## src/rtl/alu_muldiv_pkg.sv

```systemverilog
// Shared opcode and FSM state encodings for the iterative multiply/divide unit.
package alu_muldiv_pkg;

    typedef enum logic [2:0] {
        OP_MULT  = 3'b000,
        OP_MULTU = 3'b001,
        OP_DIV   = 3'b010,
        OP_DIVU  = 3'b011,
        OP_MTHI  = 3'b100,
        OP_MTLO  = 3'b101,
        OP_MADD  = 3'b110,
        OP_MADDU = 3'b111
    } op_e;

    typedef enum logic [1:0] {
        IDLE = 2'b00,
        RUN  = 2'b01,
        FIX  = 2'b10
    } state_e;

endpackage

```

## src/rtl/muldiv_step.sv

```systemverilog
// One combinational radix-2 iteration: shift-add multiply or restoring divide
// on unsigned magnitudes.
module muldiv_step #(
    parameter int B = 32
) (
    input  logic         is_div_i,
    input  logic [B:0]   part_i,
    input  logic         in_bit_i,
    input  logic [B-1:0] operand_i,
    output logic [B:0]   part_o,
    output logic         bit_o
);

    logic [B:0]   sum;
    logic [B:0]   shifted;
    logic [B+1:0] diff;

    always_comb begin
        sum     = part_i + ({(B+1){in_bit_i}} & {1'b0, operand_i});
        shifted = {part_i[B-1:0], in_bit_i};
        diff    = {1'b0, shifted} - {2'b00, operand_i};
        if (is_div_i) begin
            // A borrow out of diff means the divisor did not fit: restore.
            bit_o  = ~diff[B+1];
            part_o = diff[B+1] ? shifted : diff[B:0];
        end else begin
            bit_o  = sum[0];
            part_o = {1'b0, sum[B:1]};
        end
    end

endmodule

```

## src/rtl/alu_muldiv.sv

```systemverilog
// Iterative radix-2 multiply/divide unit holding the architectural HI/LO pair.
// Define ALU_MULDIV_MADD_EN to enable MADD/MADDU accumulation into {hi,lo}.
module alu_muldiv
    import alu_muldiv_pkg::*;
#(
    parameter int B = 32
) (
    input  logic         clk,
    input  logic         rst_n,
    input  logic         start,
    input  logic [2:0]   op,
    input  logic [B-1:0] op1,
    input  logic [B-1:0] op2,
    input  logic         flush,
    output logic         busy,
    output logic         done,
    output logic         div_by_zero,
    output logic [B-1:0] hi,
    output logic [B-1:0] lo
);

    localparam int CNT_W = $clog2(B) + 1;

    state_e           state_q, state_d;
    logic [CNT_W-1:0] cnt_q, cnt_d;
    logic [B:0]       part_q, part_d;
    logic [B-1:0]     low_q, low_d;
    logic [B-1:0]     opnd_q, opnd_d;
    logic [B-1:0]     hi_q, hi_d;
    logic [B-1:0]     lo_q, lo_d;
    logic             is_div_q, is_div_d;
    logic             neg_a_q, neg_a_d;
    logic             neg_b_q, neg_b_d;
    logic             dz_q, dz_d;
    logic             done_q, done_d;
    logic             dbz_q, dbz_d;
`ifdef ALU_MULDIV_MADD_EN
    logic             madd_q, madd_d;
`endif

    op_e            op_s;
    logic           is_mul_op, is_div_op, is_signed_op, is_madd_op;
    logic           a_neg, b_neg;
    logic [B-1:0]   a_mag, b_mag;
    logic [B:0]     step_part;
    logic           step_bit;
    logic [2*B-1:0] prod_mag, prod_s;
    logic [B-1:0]   quo_s, rem_s;

    assign op_s = op_e'(op);

    always_comb begin
        is_madd_op = 1'b0;
`ifdef ALU_MULDIV_MADD_EN
        is_madd_op = (op_s == OP_MADD) || (op_s == OP_MADDU);
`endif
        is_div_op    = (op_s == OP_DIV) || (op_s == OP_DIVU);
        is_mul_op    = (op_s == OP_MULT) || (op_s == OP_MULTU) || is_madd_op;
        is_signed_op = (op_s == OP_MULT) || (op_s == OP_DIV) || (op_s == OP_MADD);
        a_neg        = is_signed_op & op1[B-1];
        b_neg        = is_signed_op & op2[B-1];
        a_mag        = a_neg ? -op1 : op1;
        b_mag        = b_neg ? -op2 : op2;
    end

    muldiv_step #(.B(B)) u_step (
        .is_div_i  (is_div_q),
        .part_i    (part_q),
        .in_bit_i  (is_div_q ? low_q[B-1] : low_q[0]),
        .operand_i (opnd_q),
        .part_o    (step_part),
        .bit_o     (step_bit)
    );

    // Iteration runs on magnitudes; signs are restored once, in FIX.
    assign prod_mag = {part_q[B-1:0], low_q};
    assign prod_s   = (neg_a_q ^ neg_b_q) ? -prod_mag : prod_mag;
    assign quo_s    = (neg_a_q ^ neg_b_q) ? -low_q : low_q;
    assign rem_s    = neg_a_q ? -part_q[B-1:0] : part_q[B-1:0];

    always_comb begin
        state_d = state_q;
        cnt_d   = cnt_q;
        part_d  = part_q;
        low_d   = low_q;
        opnd_d  = opnd_q;
        hi_d    = hi_q;
        lo_d    = lo_q;
        is_div_d = is_div_q;
        neg_a_d = neg_a_q;
        neg_b_d = neg_b_q;
        dz_d    = dz_q;
        done_d  = 1'b0;
        dbz_d   = 1'b0;
`ifdef ALU_MULDIV_MADD_EN
        madd_d  = madd_q;
`endif
        unique case (state_q)
            IDLE: begin
                if (start && !flush) begin
                    if (op_s == OP_MTHI) begin
                        hi_d   = op1;
                        done_d = 1'b1;
                    end else if (op_s == OP_MTLO) begin
                        lo_d   = op1;
                        done_d = 1'b1;
                    end else if (is_mul_op || is_div_op) begin
                        state_d  = RUN;
                        cnt_d    = '0;
                        part_d   = '0;
                        low_d    = is_div_op ? a_mag : b_mag;
                        opnd_d   = is_div_op ? b_mag : a_mag;
                        is_div_d = is_div_op;
                        neg_a_d  = a_neg;
                        neg_b_d  = b_neg;
                        dz_d     = is_div_op && (op2 == '0);
`ifdef ALU_MULDIV_MADD_EN
                        madd_d   = is_madd_op;
`endif
                    end
                end
            end
            RUN: begin
                part_d = step_part;
                low_d  = is_div_q ? {low_q[B-2:0], step_bit} : {step_bit, low_q[B-1:1]};
                cnt_d  = cnt_q + CNT_W'(1);
                if (cnt_q == CNT_W'(B - 1)) begin
                    state_d = FIX;
                end
                if (flush) begin
                    state_d = IDLE;
                end
            end
            FIX: begin
                state_d = IDLE;
                if (!flush) begin
                    done_d = 1'b1;
                    if (is_div_q) begin
                        // Zero divisor: remainder magnitude is the dividend, so rem_s == op1.
                        hi_d  = rem_s;
                        lo_d  = dz_q ? '1 : quo_s;
                        dbz_d = dz_q;
                    end else begin
`ifdef ALU_MULDIV_MADD_EN
                        if (madd_q) begin
                            {hi_d, lo_d} = {hi_q, lo_q} + prod_s;
                        end else begin
                            {hi_d, lo_d} = prod_s;
                        end
`else
                        {hi_d, lo_d} = prod_s;
`endif
                    end
                end
            end
            default: state_d = IDLE;
        endcase
    end

    always_ff @(posedge clk or negedge rst_n) begin
        if (!rst_n) begin
            state_q  <= IDLE;
            cnt_q    <= '0;
            part_q   <= '0;
            low_q    <= '0;
            opnd_q   <= '0;
            hi_q     <= '0;
            lo_q     <= '0;
            is_div_q <= 1'b0;
            neg_a_q  <= 1'b0;
            neg_b_q  <= 1'b0;
            dz_q     <= 1'b0;
            done_q   <= 1'b0;
            dbz_q    <= 1'b0;
`ifdef ALU_MULDIV_MADD_EN
            madd_q   <= 1'b0;
`endif
        end else begin
            state_q  <= state_d;
            cnt_q    <= cnt_d;
            part_q   <= part_d;
            low_q    <= low_d;
            opnd_q   <= opnd_d;
            hi_q     <= hi_d;
            lo_q     <= lo_d;
            is_div_q <= is_div_d;
            neg_a_q  <= neg_a_d;
            neg_b_q  <= neg_b_d;
            dz_q     <= dz_d;
            done_q   <= done_d;
            dbz_q    <= dbz_d;
`ifdef ALU_MULDIV_MADD_EN
            madd_q   <= madd_d;
`endif
        end
    end

    assign busy        = (state_q != IDLE);
    assign done        = done_q;
    assign div_by_zero = dbz_q;
    assign hi          = hi_q;
    assign lo          = lo_q;

endmodule

```

## config.mk

```make
export PLATFORM = sky130hd
export DESIGN_NAME = alu_muldiv
export DESIGN_NICKNAME = d
export VERILOG_FILES = /design/src/rtl/alu_muldiv_pkg.sv /design/src/rtl/muldiv_step.sv /design/src/rtl/alu_muldiv.sv
export SDC_FILE = /design/constraint.sdc
export NUM_CORES = 1
export LEC_CHECK = 0
export CORE_MARGIN = 3
export CORE_UTILIZATION = 45
export CTS_BUF_LIST = sky130_fd_sc_hd__clkbuf_2
export DETAILED_ROUTE_END_ITERATION = 12
export GPL_TIMING_DRIVEN = 0
export REMOVE_ABC_BUFFERS = 1
export SETUP_SLACK_MARGIN = 0.4
export SKIP_CTS_REPAIR_TIMING = 1
export SLEW_MARGIN = 20
export SYNTH_ARGS = -nofsm -noshare
export SYNTH_HDL_FRONTEND = slang
export SYNTH_HIERARCHICAL = 1
export SYNTH_SLANG_ARGS = --single-unit
```

## constraint.sdc

```tcl
create_clock -name clk -period 4.9 [get_ports clk]
set_input_delay 0.49 -clock clk [delete_from_list [all_inputs] [get_ports clk]]
set_output_delay 0.49 -clock clk [all_outputs]
set_load 0.005 [all_outputs]
```

==> results_dict.tcl <==
set metrics [dict create \
    outcome "completed" \
    ir_drop_mv 0.443 \
    coreArea_um2 34000 \
    syn_inst 1990 \
    crit_path_max_fanout 61 \
    r2r-end "part_q[25]" \
    crit_family "compound AO/OA/AOI/OAI gates" \
    vias 16100 \
    drc 0 \
    drtIter0Drc 1639 \
    timing.final.setup_violations 0 \
    clockBufferDepth 2 \
    final_cell_mix "nand2_1 (205), nor2_1 (182), dfrtp_1 (174)" \
    skew_ps 94.6 \
    synth-seq-cells 175 \
    leakagePower_nw 7.33 \
    slew_viol_final 0 \
    synth-main-ff-cell "dfrtp_1" \
    cp_common_cell "a21o_1" \
    worstPathArrival_ps 5160 \
    placed_area_um2 17700 \
    cts.reportedPaths.clkPinSlew_ps 290 \
    initial_core_util_pct 46.2 \
    grt_max_degree 70 \
    crit_path_top_delay_cell "dfrtp_4" \
    tightest_slew_ps 1140 \
    cp_cell_sequence "buf_12 > buf_16 > o21ai_4 > clkinvlp_4 > buf_12 > nor2_1 > ha_1 > a21o_1 > a21o_1 > a211o_1 > o21ai_2 > a21oi_1 > nand2b_1 > a21o_1 > a2111oi_0 > a221oi_1 > a22o_1" \
    max_stage_delay_ps 580 \
    holdCritPathClass "input pin to asynchronous set/reset pin" \
    final_cell_area_um2 18000 \
    power.total_mw 12.8 \
    maxCapViolCount 0 \
    cts_tree "yes" \
    critPathCaptureType "register" \
    critPathKind "register to register" \
    path_buf_inv 4 \
    io_buffers 137 \
    drtAntennaViolNets 0 \
    place_hpwl_um 45100 \
    die_y_um 193 \
    hold_slack_ps 122 \
    ys_seq_area_share_pct 27.9 \
    max_freq_mhz 228 \
    synth_area_per_cell_um2 7.88 \
    rr_worst_depth 17 \
    timing.final.crit_share_pct 89.4 \
    grt_pass1_vias 15300 \
    synth_area_um2 15700 \
    final_common_cell "nand2_1" \
    drive_above_1_share_pct 6.14 \
    hold_viol_final 0 \
    finalNetCount 2184 \
    relSlewSlack_pct 22.9 \
    worstPathRequired_ps 5680 \
    rows 67 \
    numCtsBuffers 17 \
    rsz0062_at_grt "true" \
    vias_per_cell 6.44 \
    wire_per_inst_um 24.1 \
    wirelength_um 60300 \
    yosysWarnings 6 \
    io_pins 138 \
    synth_async_sr_flop_share_pct 100 \
    synth_cell_type_count 89 \
    rrSetupSlack_ps 520 \
    clock_sinks 175 \
    antenna_found_initial 1 \
    cp-start-kind "register" \
    grt_usage_pct 32.2 \
    clock_latency_ps 880 \
    synth_edf_count 0 \
    grt_first_pass_wirelength_um 92300 \
    cts_max_level 4 \
    dieArea_um2 37100 \
    gr-total-overflow 0 \
    post-route-min-period_ps 4380 \
    power_density_nw_per_um2 713 \
    die_x_um 193 \
    routabilityCongestion 0.931 \
    pre_cts_slack_ps -637 \
    cts_root_buf "clkbuf_2" \
    drtPass1Iterations 6 \
    setup_slack_ps 522 \
    timing.rr.start "is_div_q" \
    syn_to_final_growth_pct 14.6 \
]
## area by class of cell
class | count | area (um^2)
clock buffers | 18 | 90.1
clock inverters | 12 | 88.8
flip-flops and latches | 175 | 4380
well taps | 448 | 561
diodes | 1 | 2.50
repair inverters | 1 | 7.51
repair buffers | 163 | 1880
inverters | 73 | 278
multi-input cells | 1610 | 10700
fillers | 3244 | 16000
## synth_stat cells (45+ instances only)
cell type / number / area share, %
nand2_1: 207 / 5.0
xnor2_1: 121 / 6.8
o21ai_0: 155 / 4.9
a21oi_1: 139 / 4.4
mux2i_1: 58 / 3.7
xor2_1: 47 / 2.6
nor3_1: 46 / 1.5
clkbuf_1: 109 / 2.6
inv_1: 72 / 1.7
nor2_1: 184 / 4.4
nand3_1: 45 / 1.4
dfrtp_1: 175 / 28
o22ai_1: 46 / 1.8
ha_1: 70 / 5.6
## layer usage
metal,global-route usage (%),part of all wire [%],up-vias
met1,46.4,45,7807
li1,-,-,7436
met3,4.80,7.3,100
met2,49.0,44,755
met4,11.5,3.4,0
met5,0,0,-
## through the flow
| stage | cells | setup TNS, ps | utilization [%] |
|---|---|---|---|
| 4_1_cts | 2492 | -8390 | 52.6 |
| 3_3_place_gp | 2443 | -1132390 | 50.4 |
| 6_report | 2501 | 0 | 53.0 |
| 5_1_grt | 2501 | 0 | 53.0 |
| 3_5_place_dp | 2462 | -6840 | 52.1 |
| 2_1_floorplan | 1858 | -35970 | - |
## state kept, by name, summed over array words and instances, names as in the netlist
register     cells
done             1
div_by_zero      1
hi              32
part_q          33
neg_b_q          1
dz_q             1
cnt_q            6
low_q           32
opnd_q          32
neg_a_q          1
lo              32
state_q          2
is_div_q         1
## cell families after synthesis
group                      after synthesis  share of synthesized area, %
xor gates and xnor gates               168                          9.38
DFF                                    175                          27.9
buffers and inverters                  205                          5.06
and+or+nand+nor                        675                          21.3
AOI/OAI and AO/OA                      628                          26.2
muxes                                   67                          4.35
adders and majority gates               72                          5.84
## worst max path at each step
stage | cells after the start | slack (ps) | startpoint | end
floorplan | 14 | -1350 | is_div_q | part_q[25]
global placement | 1 | -4630 | rst_n | cnt_q[2]
detailed placement | 16 | -640 | is_div_q | part_q[25]
CTS | 16 | -670 | is_div_q | part_q[25]
global route | 16 | 330 | is_div_q | part_q[25]
finish | 17 | 520 | is_div_q | part_q[25]
## power by group
part           leakage [nW]  switching, mW  internal, mW  total, mW
Clock                 0.113          0.582         0.135      0.717
Combinational          5.00           5.00          3.97       8.96
Sequential             2.21           1.08          2.06       3.13
Note: power is estimated with default switching activity, not from simulation.
